File: config.mk
export PLATFORM = sky130hd
export DESIGN_NAME = muldiv_seq
export DESIGN_NICKNAME = d
export VERILOG_FILES = /design/src/rtl/muldiv_pkg.sv /design/src/rtl/muldiv_signfix.sv /design/src/rtl/muldiv_seq.sv
export SDC_FILE = /design/constraint.sdc
export NUM_CORES = 1
export LEC_CHECK = 0
export CORE_MARGIN = 4
export CORE_UTILIZATION = 45
export CTS_CLUSTER_SIZE = 10
export DETAILED_ROUTE_END_ITERATION = 8
export GPL_ROUTABILITY_DRIVEN = 1
export PLACE_DENSITY_LB_ADDON = 0.2
export SETUP_SLACK_MARGIN = 0.4
export SYNTH_ARGS = -nofsm -noshare
export SYNTH_HDL_FRONTEND = slang
export SYNTH_SLANG_ARGS = --single-unit
File: constraint.sdc
create_clock -name clk -period 6.91 [get_ports clk]
set_input_delay 0.691 -clock clk [delete_from_list [all_inputs] [get_ports clk]]
set_output_delay 0.691 -clock clk [all_outputs]
set_load 0.05 [all_outputs]
File: src/rtl/muldiv_pkg.sv
// Shared encodings for the multicycle multiply/divide engine.
// Holds the op codes, the FSM state codes and the counter sizing helpers.
// Optional macro used by muldiv_seq: MULDIV_EARLY_OUT_EN.
package muldiv_pkg;

  typedef enum logic [1:0] {
    OP_MULT  = 2'b00,
    OP_MULTU = 2'b01,
    OP_DIV   = 2'b10,
    OP_DIVU  = 2'b11
  } op_t;

  typedef enum logic [1:0] {
    S_IDLE = 2'd0,
    S_CALC = 2'd1,
    S_FIX  = 2'd2
  } state_t;

  localparam int DEFAULT_WIDTH = 32;
  localparam int DEFAULT_CNT_W = $clog2(DEFAULT_WIDTH);

  // Counter width for a given operand width; it must hold WIDTH-1.
  function automatic int cnt_width(input int w);
    return $clog2(w);
  endfunction

endpackage

File: src/rtl/muldiv_signfix.sv
// Conditional two's-complement of an N-bit value (purely combinational).
// Used to take magnitudes at load time and to restore result signs.
// Negating the most negative value returns it unchanged, which is what callers expect.
module muldiv_signfix #(
  parameter int N = 32
) (
  input  logic         neg,
  input  logic [N-1:0] val,
  output logic [N-1:0] res
);

  assign res = neg ? -val : val;

endmodule

File: src/rtl/muldiv_seq.sv
// Multicycle signed/unsigned multiply and divide unit writing HI/LO.
// Latency WIDTH+2 cycles from the start cycle; divide by zero reports in 1 cycle.
// Configuration macro MULDIV_EARLY_OUT_EN: multiply stops once the multiplier runs out of ones.
module muldiv_seq
  import muldiv_pkg::*;
#(
  parameter int WIDTH = 32
) (
  input  logic             clk,
  input  logic             reset,
  input  logic             start,
  input  logic [1:0]       op,
  input  logic [WIDTH-1:0] a,
  input  logic [WIDTH-1:0] b,
  output logic             busy,
  output logic             done,
  output logic             div_zero,
  output logic [WIDTH-1:0] hi,
  output logic [WIDTH-1:0] lo
);

  localparam int W  = WIDTH;
  localparam int CW = cnt_width(WIDTH);

  state_t         state;
  logic           is_div;
  logic           sign_a;
  logic           sign_b;
  logic [CW-1:0]  cnt;
  // Multiply: running product. Divide: {remainder, quotient/dividend}.
  logic [2*W-1:0] acc;
  logic [2*W-1:0] mcand;
  // Multiply: shifting multiplier. Divide: divisor magnitude.
  logic [W-1:0]   mplier;

  logic           signed_op;
  logic           a_neg;
  logic           b_neg;
  logic [W-1:0]   abs_a;
  logic [W-1:0]   abs_b;
  logic [2*W-1:0] prod_fix;
  logic [W-1:0]   quot_fix;
  logic [W-1:0]   rem_fix;

  logic [2*W-1:0] mul_sum;
  logic [W:0]     div_sh;
  logic           div_ok;
  logic [W-1:0]   div_rem;
  logic [W-1:0]   div_quot;
  logic           last_step;

  assign busy      = (state != S_IDLE);
  assign signed_op = ~op[0];
  assign a_neg     = signed_op & a[W-1];
  assign b_neg     = signed_op & b[W-1];

  muldiv_signfix #(.N(W))   u_abs_a (.neg(a_neg),           .val(a),             .res(abs_a));
  muldiv_signfix #(.N(W))   u_abs_b (.neg(b_neg),           .val(b),             .res(abs_b));
  muldiv_signfix #(.N(2*W)) u_prod  (.neg(sign_a ^ sign_b), .val(acc),           .res(prod_fix));
  muldiv_signfix #(.N(W))   u_quot  (.neg(sign_a ^ sign_b), .val(acc[W-1:0]),    .res(quot_fix));
  muldiv_signfix #(.N(W))   u_rem   (.neg(sign_a),          .val(acc[2*W-1:W]),  .res(rem_fix));

  // One shift-add or restoring-divide step, plus the CALC exit condition.
  always_comb begin
    mul_sum  = mplier[0] ? (acc + mcand) : acc;
    div_sh   = {acc[2*W-1:W], acc[W-1]};
    div_ok   = (div_sh >= {1'b0, mplier});
    div_rem  = div_ok ? W'(div_sh - {1'b0, mplier}) : div_sh[W-1:0];
    div_quot = {acc[W-2:0], div_ok};
`ifdef MULDIV_EARLY_OUT_EN
    last_step = (cnt == '0) || (!is_div && (mplier[W-1:1] == '0));
`else
    last_step = (cnt == '0);
`endif
  end

  // Control FSM and datapath registers with registered done/div_zero/hi/lo.
  always_ff @(posedge clk) begin
    if (reset) begin
      state    <= S_IDLE;
      done     <= 1'b0;
      div_zero <= 1'b0;
      hi       <= '0;
      lo       <= '0;
      is_div   <= 1'b0;
      sign_a   <= 1'b0;
      sign_b   <= 1'b0;
      cnt      <= '0;
      acc      <= '0;
      mcand    <= '0;
      mplier   <= '0;
    end else begin
      done <= 1'b0;
      case (state)
        S_IDLE: begin
          if (start) begin
            if (op[1] && (b == '0)) begin
              // Divide by zero: flag it at once, leave hi/lo alone.
              done     <= 1'b1;
              div_zero <= 1'b1;
            end else begin
              is_div   <= op[1];
              sign_a   <= a_neg;
              sign_b   <= b_neg;
              div_zero <= 1'b0;
              cnt      <= CW'(W - 1);
              mcand    <= {{W{1'b0}}, abs_a};
              mplier   <= abs_b;
              acc      <= op[1] ? {{W{1'b0}}, abs_a} : '0;
              state    <= S_CALC;
            end
          end
        end
        S_CALC: begin
          if (is_div) begin
            acc <= {div_rem, div_quot};
          end else begin
            acc    <= mul_sum;
            mcand  <= mcand << 1;
            mplier <= mplier >> 1;
          end
          cnt <= cnt - CW'(1);
          if (last_step) state <= S_FIX;
        end
        S_FIX: begin
          if (is_div) begin
            hi <= rem_fix;
            lo <= quot_fix;
          end else begin
            hi <= prod_fix[2*W-1:W];
            lo <= prod_fix[W-1:0];
          end
          done  <= 1'b1;
          state <= S_IDLE;
        end
        default: state <= S_IDLE;
      endcase
    end
  end

endmodule
# Yosys cells after proc, flatten, opt, wreduce, memory -nomap -nowiden
# Index checks and enable logic that the tools add are counted.
# word_totals
ff_bits	236
latch_bits	0
ramBits	0
mem_bits_ro	0
in_bits	69
out_inout_bits	67
word_cells	77
mem_count	0
# op_classes
add_sub_neg	8
multipliers	0
div	0
n_lt_le_gt_ge	1
eq_ne	7
shift	0
muxes	32
bitwise_logic	5
n_reduce_logical	12
# ops
operator	n
64-bit 2-to-1 mux	8
32-bit 2-to-1 mux	11
64-bit case mux with 2 select lines	2
32-bit negation	4
64-bit adder	1
64-bit negation	1
32-bit case mux with 2 select lines	1
33-bit by 32-bit greater-or-equal comparator with 1-bit output	1
32-bit zero test	1
32-bit subtractor	1
5-bit 2-to-1 mux	2
5-bit case mux with 2 select lines	1
3-bit AND reduction	3
2-bit inequality test, second input constant	4
4-bit AND reduction	2
2-bit 2-to-1 mux	3
5-bit zero test	1
5-bit by 1-bit subtractor with 5-bit output, second input constant	1
2-bit case mux with 2 select lines	1
2-bit nonzero test	2
3-bit inequality test, second input constant	1
1-bit AND	2
2-bit by 1-bit equality test with 1-bit output, second input constant	1
2-bit equality test, second input constant	1
other kinds (7)	9

# Depth between registers and ports, before layout
# Gate-level depths: netlist of run 1.
# depth
ltp_word	7
depth_mapped	15
mapped_depth_nobuf	14

# Modules after synthesis
# A second synthesis of run 1 with hierarchy kept.
# unflattened
hier_cells	2756
area_unflattened_um2	20662.3
# by_module_without_submodules
module	n_inst	cells_per_inst	area_each_um2	seq_area_each_um2
muldiv_seq	1	2135	16130.5	4724.5
muldiv_signfix (u_abs_a ...)	3	108	767.0	0.0
muldiv_signfix (u_prod)	1	198	1453.9	0.0
muldiv_signfix (u_rem)	1	99	777.0	0.0

# Worst setup path after synthesis of run 1
# No wires, ideal clock.
# synth_path
kind	reg2reg
from	register acc[0]
to	register acc[42]
setup_ps	122
arrival_ps	3125
required_time_ps	6788
slack_ps	3663
stages_incl_launch_ff	13
n_path_buf	0
synth_period_minus_slack_ps	3247
cell_sequence	dfxtp_1 -> ha_1 -> fa_1 -> a211oi_1 -> o21bai_1 -> a211o_1 -> a221o_1 -> a31oi_4 -> and4_1 -> nor3_1 -> a221oi_2 -> xnor2_1 -> a221o_1
# synth_between
elab_chain_len	4
# synth_lines
item	line_no	source
start: declaration	muldiv_seq.sv:31	logic [2*W-1:0] acc;
start signal: assignment	muldiv_seq.sv:109	acc <= op[1] ? {{W{1'b0}}, abs_a} : '0;
start signal: assignment	muldiv_seq.sv:116	acc <= {div_rem, div_quot};
start signal: assignment	muldiv_seq.sv:118	acc <= mul_sum;
64-bit adder	muldiv_seq.sv:65	mul_sum = mplier[0] ? (acc + mcand) : acc;
64-bit 2-to-1 mux	muldiv_seq.sv:65	
64-bit 2-to-1 mux	muldiv_seq.sv:115	if (is_div) begin
64-bit case mux with 2 select lines	muldiv_seq.sv:94	case (state)
# Every way passes these cells. The select of a mux whose other input is x is not followed.
# A chain may end at the register's enable or synchronous reset.

# Worst setup path after layout of run 1
# layout_path
from	register acc[0]
to	register acc[58]
# The elaborated chain is that of the path after synthesis.

==> results of run 1 <==
synth_stat cells (all sizes together), types with 14 or more instances:
cell type | count | area [um^2]
nand4 | 34 | 219
xor2 | 96 | 841
a211oi | 71 | 533
inv | 83 | 312
o41ai | 14 | 138
nor2 | 214 | 806
nor4 | 24 | 163
a31oi | 20 | 155
ha | 101 | 1260
o31ai | 20 | 150
clkbuf | 132 | 495
or4 | 14 | 109
buf | 28 | 136
dfxtp | 236 | 4720
a21oi | 311 | 1560
xnor2 | 105 | 920
o21ai | 164 | 821
o211ai | 68 | 510
nand3 | 62 | 310
o221ai | 20 | 175
nor3 | 47 | 246
nand2b | 14 | 87.6
or3 | 28 | 175
o21bai | 19 | 143
a21o | 54 | 405
nor2b | 14 | 87.6
nand2 | 295 | 1110
area by class of cell:
| cell class | instances | share of cell area [%] |
|---|---|---|
| Clock buffer | 39 | 3.95 |
| Clock inverter | 4 | 0.240 |
| Inverter | 83 | 1.53 |
| Multi-Input combinational cell | 1969 | 60.7 |
| Sequential cell | 236 | 23.2 |
| Tap cell | 518 | 3.18 |
| Timing Repair Buffer | 150 | 7.20 |
state kept, by name, indices dropped and copies added (netlist names), 2 cells and up:
signal  count
acc        64
mcand      64
hi         32
lo         32
mplier     32
cnt         5
state       2
metal layers:
layer / vias up / GRT usage [%]
met3: 103 / 5.03
met1: 8752 / 39.0
met4: 0 / 6.95
li1: 8947 / -
met5: - / 0
met2: 716 / 40.0
where the power goes:
| group | switching (mW) | leakage (nW) | internal (mW) |
|---|---|---|---|
| Combinational | 2.69 | 5.36 | 1.50 |
| Sequential | 0.460 | 1.92 | 1.68 |
| Clock | 0.594 | 0.420 | 0.833 |
critical path: stages (launching register included):
cell and delay (ns):
dfxtp_1 0.44, ha_1 0.31, fa_1 0.44, a211oi_1 0.34, o21bai_1 0.20, a21oi_1 0.56, o221ai_1 0.32, a21o_1 0.30
a31oi_4 0.28, o21ai_1 0.27, a21boi_0 0.29, xnor2_1 0.26, o221ai_1 0.19
cell families (layout without fill, tap and decap cells):
kind of cell	count (synthesis)	count (layout)	synth area share (%)
XOR/XNOR	201	201	9.80
AND/OR/NAND/NOR	803	803	20.8
AO/OA/AOI/OAI	852	852	30.0
flip-flops	236	236	26.3
buffers and inverters	243	276	5.25
adder cells (fa/ha/maj)	103	103	7.26
multiplexers	10	10	0.571
final timing paths:
path	start	end	slack (ns)	cells past startpoint
worst max-delay path	acc[0]	acc[58]	2.54	12
worst min register to register	hi[9]	hi[9]	0.45	2
worst min-delay path	hi[9]	hi[9]	0.45	2
worst max register to register	acc[0]	acc[58]	2.54	12
per-stage QoR:
| step | worst slack [ns] | cell area (um^2) | util [%] | hold WS (ns) | cells |
|---|---|---|---|---|---|
| after CTS | 2.62 | 20400 | 52.1 | 0.454 | 2999 |
| after floorplan | 3.66 | 18000 | - | 0.444 | 2448 |
| after detailed placement | 2.04 | 19500 | 49.9 | 0.451 | 2956 |
| final | 2.54 | 20400 | 52.1 | 0.451 | 2999 |
| after global placement | 2.25 | 19500 | 49.9 | 0.444 | 2956 |
| after global routing | 2.35 | 20400 | 52.1 | 0.468 | 2999 |
==> results.py, run 1 <==
metrics = {
    "floorplan": {
        "fp.dieH_um": 208,
        "start_util_pct": 45.9,
        "die_area_um2": 43200,
        "io_pins": 136,
        "row_count": 72,
        "die_w_um": 208,
        "design.core.area_um2": 39100,
    },
    "placed_design": {
        "gp_congestion": 0.996,
        "hpwl_um": 46200,
        "io_buffers": 135,
    },
    "clock_tree": {
        "clkSinkCount": 236,
        "postCtsSetupBuffers": 0,
        "cts_hold_buffers": 0,
        "numCtsBuffers": 29,
        "cts_resized": 0,
        "h-tree-depth": 1,
        "clk_latency_ns": 0.57,
        "cts_tree": "done",
        "cts_root_buf": "clkbuf_16",
        "cts_buffer_depth": 3,
        "clkSlewWorstSetupHoldPaths_ns": 0.06,
    },
    "status": {
        "outcome": "finished clean",
    },
    "logic_synthesis": {
        "synth_edf_count": 0,
        "ys_async_sr_fraction_pct": 0,
        "synth-seq-cells": 236,
        "avgSynthCellArea_um2": 7.34,
        "ys_seq_area_share_pct": 26.3,
        "synthDistinctLibCells": 83,
        "synth_top_flop_cell": "dfxtp_1",
        "syn-cell-area_um2": 18000,
        "synth_cells": 2448,
        "yosys_warnings": 0,
        "synthesis.nets": 2620,
    },
    "route": {
        "ant_nets": 0,
        "num_vias": 18500,
        "route.met2.wl_um": 25700,
        "vias_per_cell": 6.17,
        "dr_wl_met3_um": 5310,
        "m1WireLength_um": 28300,
        "highest_layer": "met4",
        "route.detailed.wl_per_inst_um": 20.3,
        "drt-total-wl_um": 60900,
        "first_pass_iters": 5,
        "drtIter0Drc": 1805,
        "post-route-drc-count": 0,
    },
    "setup_path": {
        "worstPathRequired_ns": 7.33,
        "cp_max_fo": 6,
        "worstPathArrival_ns": 4.79,
        "worstSetupEndpointType": "flop",
        "crit_type": "reg2reg",
        "startpoint_type": "flop",
    },
    "hold_path": {
        "min_path_type": "reg2reg",
    },
    "timing": {
        "rsz0062_at_grt": "false",
        "slew_headroom_pct": 16.1,
        "fin_crit_ns": 4.37,
        "finalMaxSlewViolations": 0,
        "setup_viol": 0,
        "finalSetupTns_ns": 0,
        "hold_viol_final": 0,
        "fmax_mhz": 229,
        "fin_crit_sh_pct": 63.3,
        "tightest_slew_ns": 1.26,
        "fin_skew_ns": 0.0116,
    },
    "pwr": {
        "irDropWorstVdd_v": 0.000299,
        "p_leak_nw": 7.71,
        "powerDensity_nw_per_um2": 381,
        "totalPowerFinal_mw": 7.75,
    },
    "global_routing": {
        "grt_pass1_wl_um": 95500,
        "grt.overflow.total": 0,
        "antenna_found_initial": 0,
        "grt_pass1_vias": 17100,
        "grt_max_degree": 106,
        "grt_usage_pct": 26.6,
    },
    "layout": {
        "final_common_cell": "a21oi_1",
        "multi_input_area_um2": 12400,
        "layout_common_cells": "310 x a21oi_1, 295 x nand2_1, 235 x dfxtp_1",
        "nNetsFinal": 2641,
        "regArea_um2": 4730,
        "fill_cells": 3830,
        "diodes": 0,
        "area_growth_pct": 13.3,
        "drive_above_1_share_pct": 3.51,
    },
    "job": {
        "maxCapViolations": 0,
    },
}
No activity file was read; power rests on OpenSTA's default activity.
==> run 2, diff against run 1 <==
- clock period: 6.91 -> 3.6 ns (I/O delays scaled with it)
==> results.py, run 2 (same netlist as run 1, synthesis figures left out) <==
metrics = {
    "timing": {
        "finalSetupTns_ns": 0,
        "slew_headroom_pct": 34.6,
        "fin_skew_ns": 0.0298,
        "tightest_slew_ns": 0.970,
        "setup_viol": 0,
        "rsz0062_at_grt": "true",
        "fin_crit_ns": 3.38,
        "fmax_mhz": 296,
        "fin_crit_sh_pct": 93.9,
        "finalMaxSlewViolations": 0,
        "hold_viol_final": 0,
    },
    "clock_tree": {
        "clk_latency_ns": 0.58,
        "clkSinkCount": 236,
        "numCtsBuffers": 28,
        "h-tree-depth": 1,
        "cts_hold_buffers": 0,
        "cts_buffer_depth": 3,
        "clkSlewWorstSetupHoldPaths_ns": 0.06,
        "cts_tree": "done",
        "cts_root_buf": "clkbuf_16",
    },
    "global_routing": {
        "antenna_found_initial": 0,
        "grt_usage_pct": 29.4,
        "grt_pass1_vias": 17800,
        "grt_max_degree": 81,
        "grt.overflow.total": 0,
        "grt_pass1_wl_um": 104000,
    },
    "placed_design": {
        "gp_congestion": 0.989,
        "io_buffers": 135,
        "hpwl_um": 51600,
    },
    "route": {
        "post-route-drc-count": 0,
        "num_vias": 19400,
        "vias_per_cell": 6.09,
        "drt-total-wl_um": 68500,
        "drtIter0Drc": 1820,
        "route.detailed.wl_per_inst_um": 21.5,
        "ant_nets": 0,
        "first_pass_iters": 5,
    },
    "layout": {
        "fill_cells": 3729,
        "area_growth_pct": 27.2,
        "multi_input_area_um2": 13300,
        "top_regs": "acc: 64 flops, mcand: 64 flops",
        "nNetsFinal": 2829,
        "regArea_um2": 4750,
        "layout_common_cells": "294 x a21oi_1, 294 x nand2_1, 221 x dfxtp_1",
        "drive_above_1_share_pct": 15.2,
        "final_util_pct": 58.4,
    },
    "pwr": {
        "irDropWorstVdd_v": 0.000647,
        "p_leak_nw": 8.86,
        "powerDensity_nw_per_um2": 741,
    },
    "job": {
        "maxCapViolations": 0,
    },
    "setup_path": {
        "critical-path-max-stage-delay_ns": 0.39,
        "worstSetupEndpointType": "flop",
        "crit_type": "reg2reg",
        "cp_num_buf_inv": 0,
        "cp_max_fo": 3,
        "path_delay_family": "compound AO/OA/AOI/OAI gates",
        "slowest_stage": "fa_2",
        "cpMostUsedCell": "a221o_1",
        "startpoint_type": "flop",
        "crit_chain": "ha_4, fa_2, a211oi_4, o21bai_4, a211o_1, a221o_1, a31oi_4, and4_1, nor3_2, a221oi_2, xnor2_1, a221o_1",
        "worstPathRequired_ns": 4.07,
        "worstPathArrival_ns": 3.85,
    },
    "floorplan": {
        "fp.dieH_um": 208,
        "die_area_um2": 43200,
        "io_pins": 136,
        "row_count": 72,
        "start_util_pct": 45.9,
        "design.core.area_um2": 39100,
        "die_w_um": 208,
    },
    "status": {
        "outcome": "finished clean",
    },
    "hold_path": {
        "min_path_type": "in2reg",
    },
}
run 2: cell count changes in the layout (fill, tap and decap cells not counted), sizes merged:
cell / previous run / this run
diode: 0 / 1
buf: 16 / 202
inv: 84 / 83
bufinv: 1 / 0
run 2: layout make-up:
cell class,instances,share of cell area [%]
clock inverters,2,0.0438
well taps,518,2.84
diodes,1,0.0110
inverters,83,1.38
repair buffers,339,13.4
flip-flops and latches,236,20.8
clock buffers,36,3.34
multi-input cells,1969,58.2
run 2: timing repair:
item                       CTS  global route
gates cloned                 0             4
gates resized for setup     59           153
setup buffers                6            36
setup endpoints to repair   32            53
pin swaps                   26            64
run 2: path summary, 6_finish.rpt:
check                to  slack, ns  cells past startpoint      from
max             acc[42]       0.22                     12  mcand[0]
min          mplier[12]       0.18                      2     reset
max reg2reg     acc[42]       0.22                     12  mcand[0]
min reg2reg      hi[21]       0.46                      2    hi[21]
run 2: layer usage:
layer | routed length, um | vias to the layer above | global-route usage (%)
met5 | 0 | - | 0
met4 | 1400 | 0 | 6.02
met3 | 6370 | 65 | 4.46
met2 | 29100 | 814 | 43.8
met1 | 31600 | 9207 | 44.9
li1 | - | 9312 | -
run 2: power by group:
part | total (mW) | switching, mW | internal, mW | leakage (nW)
sequential | 3.88 | 0.637 | 3.24 | 1.93
clock | 2.58 | 1.13 | 1.45 | 0.379
combinational | 10.5 | 6.31 | 4.17 | 6.55
total | 16.9 | 8.07 | 8.85 | 8.86
run 2: per-stage QoR:
stage	hold slack, ns	cells	cell area (um^2)	setup WS, ns	power (mW)
2_1_floorplan	0.444	2448	18000	0.426	9.90
3_3_place_gp	0.443	3099	20700	0.0236	13.0
3_5_place_dp	0.448	3099	20700	0.0330	13.0
4_1_cts	0.168	3143	21800	0.228	15.9
5_1_grt	0.183	3183	22800	0.141	18.0
6_report	0.184	3184	22800	0.218	16.9
==> RTL edit (config.mk and constraints of run 2) <==
`WIDTH`: 32 -> 16.
--- a/src/rtl/muldiv_seq.sv
+++ b/src/rtl/muldiv_seq.sv
@@ -6,3 +6,3 @@
 #(
-  parameter int WIDTH = 32
+  parameter int WIDTH = 16
 ) (
Ports: changed (resized a, b, hi and lo); port bits go from 136 to 72. The function was not compared with the original's and may differ.
==> RTL edit against run 2 <==
  * Wire length down 63%
  * Power fell by 71%
  * Clock power fell by 27%
  * Sequential cell count shrank 113
  * Critical path depth fell by 2
  * Cell area fell by 53%
  * Sequential power is 60% lower
  * Synthesized cell count shrank 51%
  * Fmax rose by 11%
  * Worst setup slack better by 0.33 ns
  * Area after synthesis shrank 50%
  * Combinational power shrank 87%
  * Critical endpoint is now acc[27]$_SDFFE_PP0P_
  * Largest power group is now clock
==> RTL edit: results (changes against run 2) <==
[status]
outcome = finished clean  ; unchanged

[finish]
top_regs = acc x32, mcand x32  ; was acc x64, mcand x64
clkbuf_count = 21  ; was 36
fillers = 1913  ; was 3729
seq_area_frac = 0.232  ; was 0.208
clock_area_frac = 0.0605  ; was 0.0338
non_clock_buffer_count = 97  ; was 339
inv_count = 47  ; was 83
drive_gt1_frac = 0.0658  ; was 0.152
final_cell_area_um2 = 10600  ; was 22800 um2
area_share_nonclk_buffers = 0.0850  ; was 0.134
antenna_cells = 0  ; was 1
multi_input_area_share = 0.575  ; was 0.582

[global_routing]
first_global_vias = 7847  ; was 17800
grt_pass1_wl_um = 40700  ; was 104000 um
grt_usage = 0.225  ; was 0.294
global_route.usage.met2 = 0.331  ; was 0.438
grt_max_degree = 66  ; was 81
use_met3 = 0.0340  ; was 0.0446

[clock_network]
cts_buffer_depth = 2  ; was 3
clkLatencyLatePin_ns = 0.42  ; was 0.58 ns
htreeDepth = 4  ; was 1
post_cts_buffers = 0  ; was 6

[detailed_routing]
vias = 8857  ; was 19400
met3_wirelength_um = 2070  ; was 6370 um
post_drt_wl_per_cell_um = 16.7  ; was 21.5 um
wl_met1_um = 12400  ; was 31600 um
wl_met2_um = 10700  ; was 29100 um
drt_iter0_markers = 661  ; was 1820

[critical_path]
worstPathMaxFanout = 9  ; was 3
crit_slowest_cell = dfxtp_1  ; was fa_2

[yosys]
ys_ff_latch = 123  ; was 236
synth_seq_area_share = 0.274  ; was 0.263
synth_compound_area_frac = 0.274  ; was 0.300
syn_area_per_cell_um2 = 7.46  ; was 7.34 um2
synthAdderAreaFrac = 0.0770  ; was 0.0726
synth.distinct_cells = 76  ; was 83
netlist_top_cells_area = dfxtp_1 27%, ha_1 7.3%, a21oi_1 6.9%  ; was dfxtp_1 26%, a21oi_1 8.6%, ha_1 7.0%
synthMuxAreaShare = 0.0170  ; was 0.00571

[sta]
worst_pin_slew_ns = 1.07  ; was 0.970 ns
finalClockSkew_ns = 0.00957  ; was 0.0298 ns

[place]
gp_congestion = 1.01  ; was 0.989
placed_cells = 1494  ; was 3099
dp_hpwl_um = 19100  ; was 51600 um
port_buffers = 71  ; was 135
placedInstanceArea_um2 = 9930  ; was 20700 um2
preCtsSetupSlack_ns = 0.367  ; was 0.0330 ns

[die]
n_tap_cell = 265  ; was 518

-- RTL edit: cell count changes in the layout (fill, tap and decap cells not counted), sizes merged, moves of 64 or more --
cell	change
nand2	-177
dfxtp	-113
buf	-175
clkdlybuf4s50	-64
a21oi	-187
o21ai	-92
-- RTL edit: worst paths after layout --
check	start	to	slack (ns)	depth (start not counted)
setup / recovery	acc[5]$_SDFFE_PP0P_	acc[27]$_SDFFE_PP0P_	0.54	10
setup reg to reg	acc[5]$_SDFFE_PP0P_	acc[27]$_SDFFE_PP0P_	0.54	10
hold / removal	reset	mplier[1]$_SDFFE_PP0P_	0.45	2
hold reg to reg	hi[8]$_SDFFE_PP0P_	hi[8]$_SDFFE_PP0P_	0.45	2
-- RTL edit: power groups by stage --
stage | clock, uW | combinational (uW) | sequential, uW
after CTS | 1910 | 1360 | 1560
after detailed placement | 0 | 1350 | 1590
final | 1890 | 1380 | 1570
after global routing | 1980 | 1530 | 1580
after global placement | 0 | 1330 | 1590
after floorplan | 0 | 984 | 1590
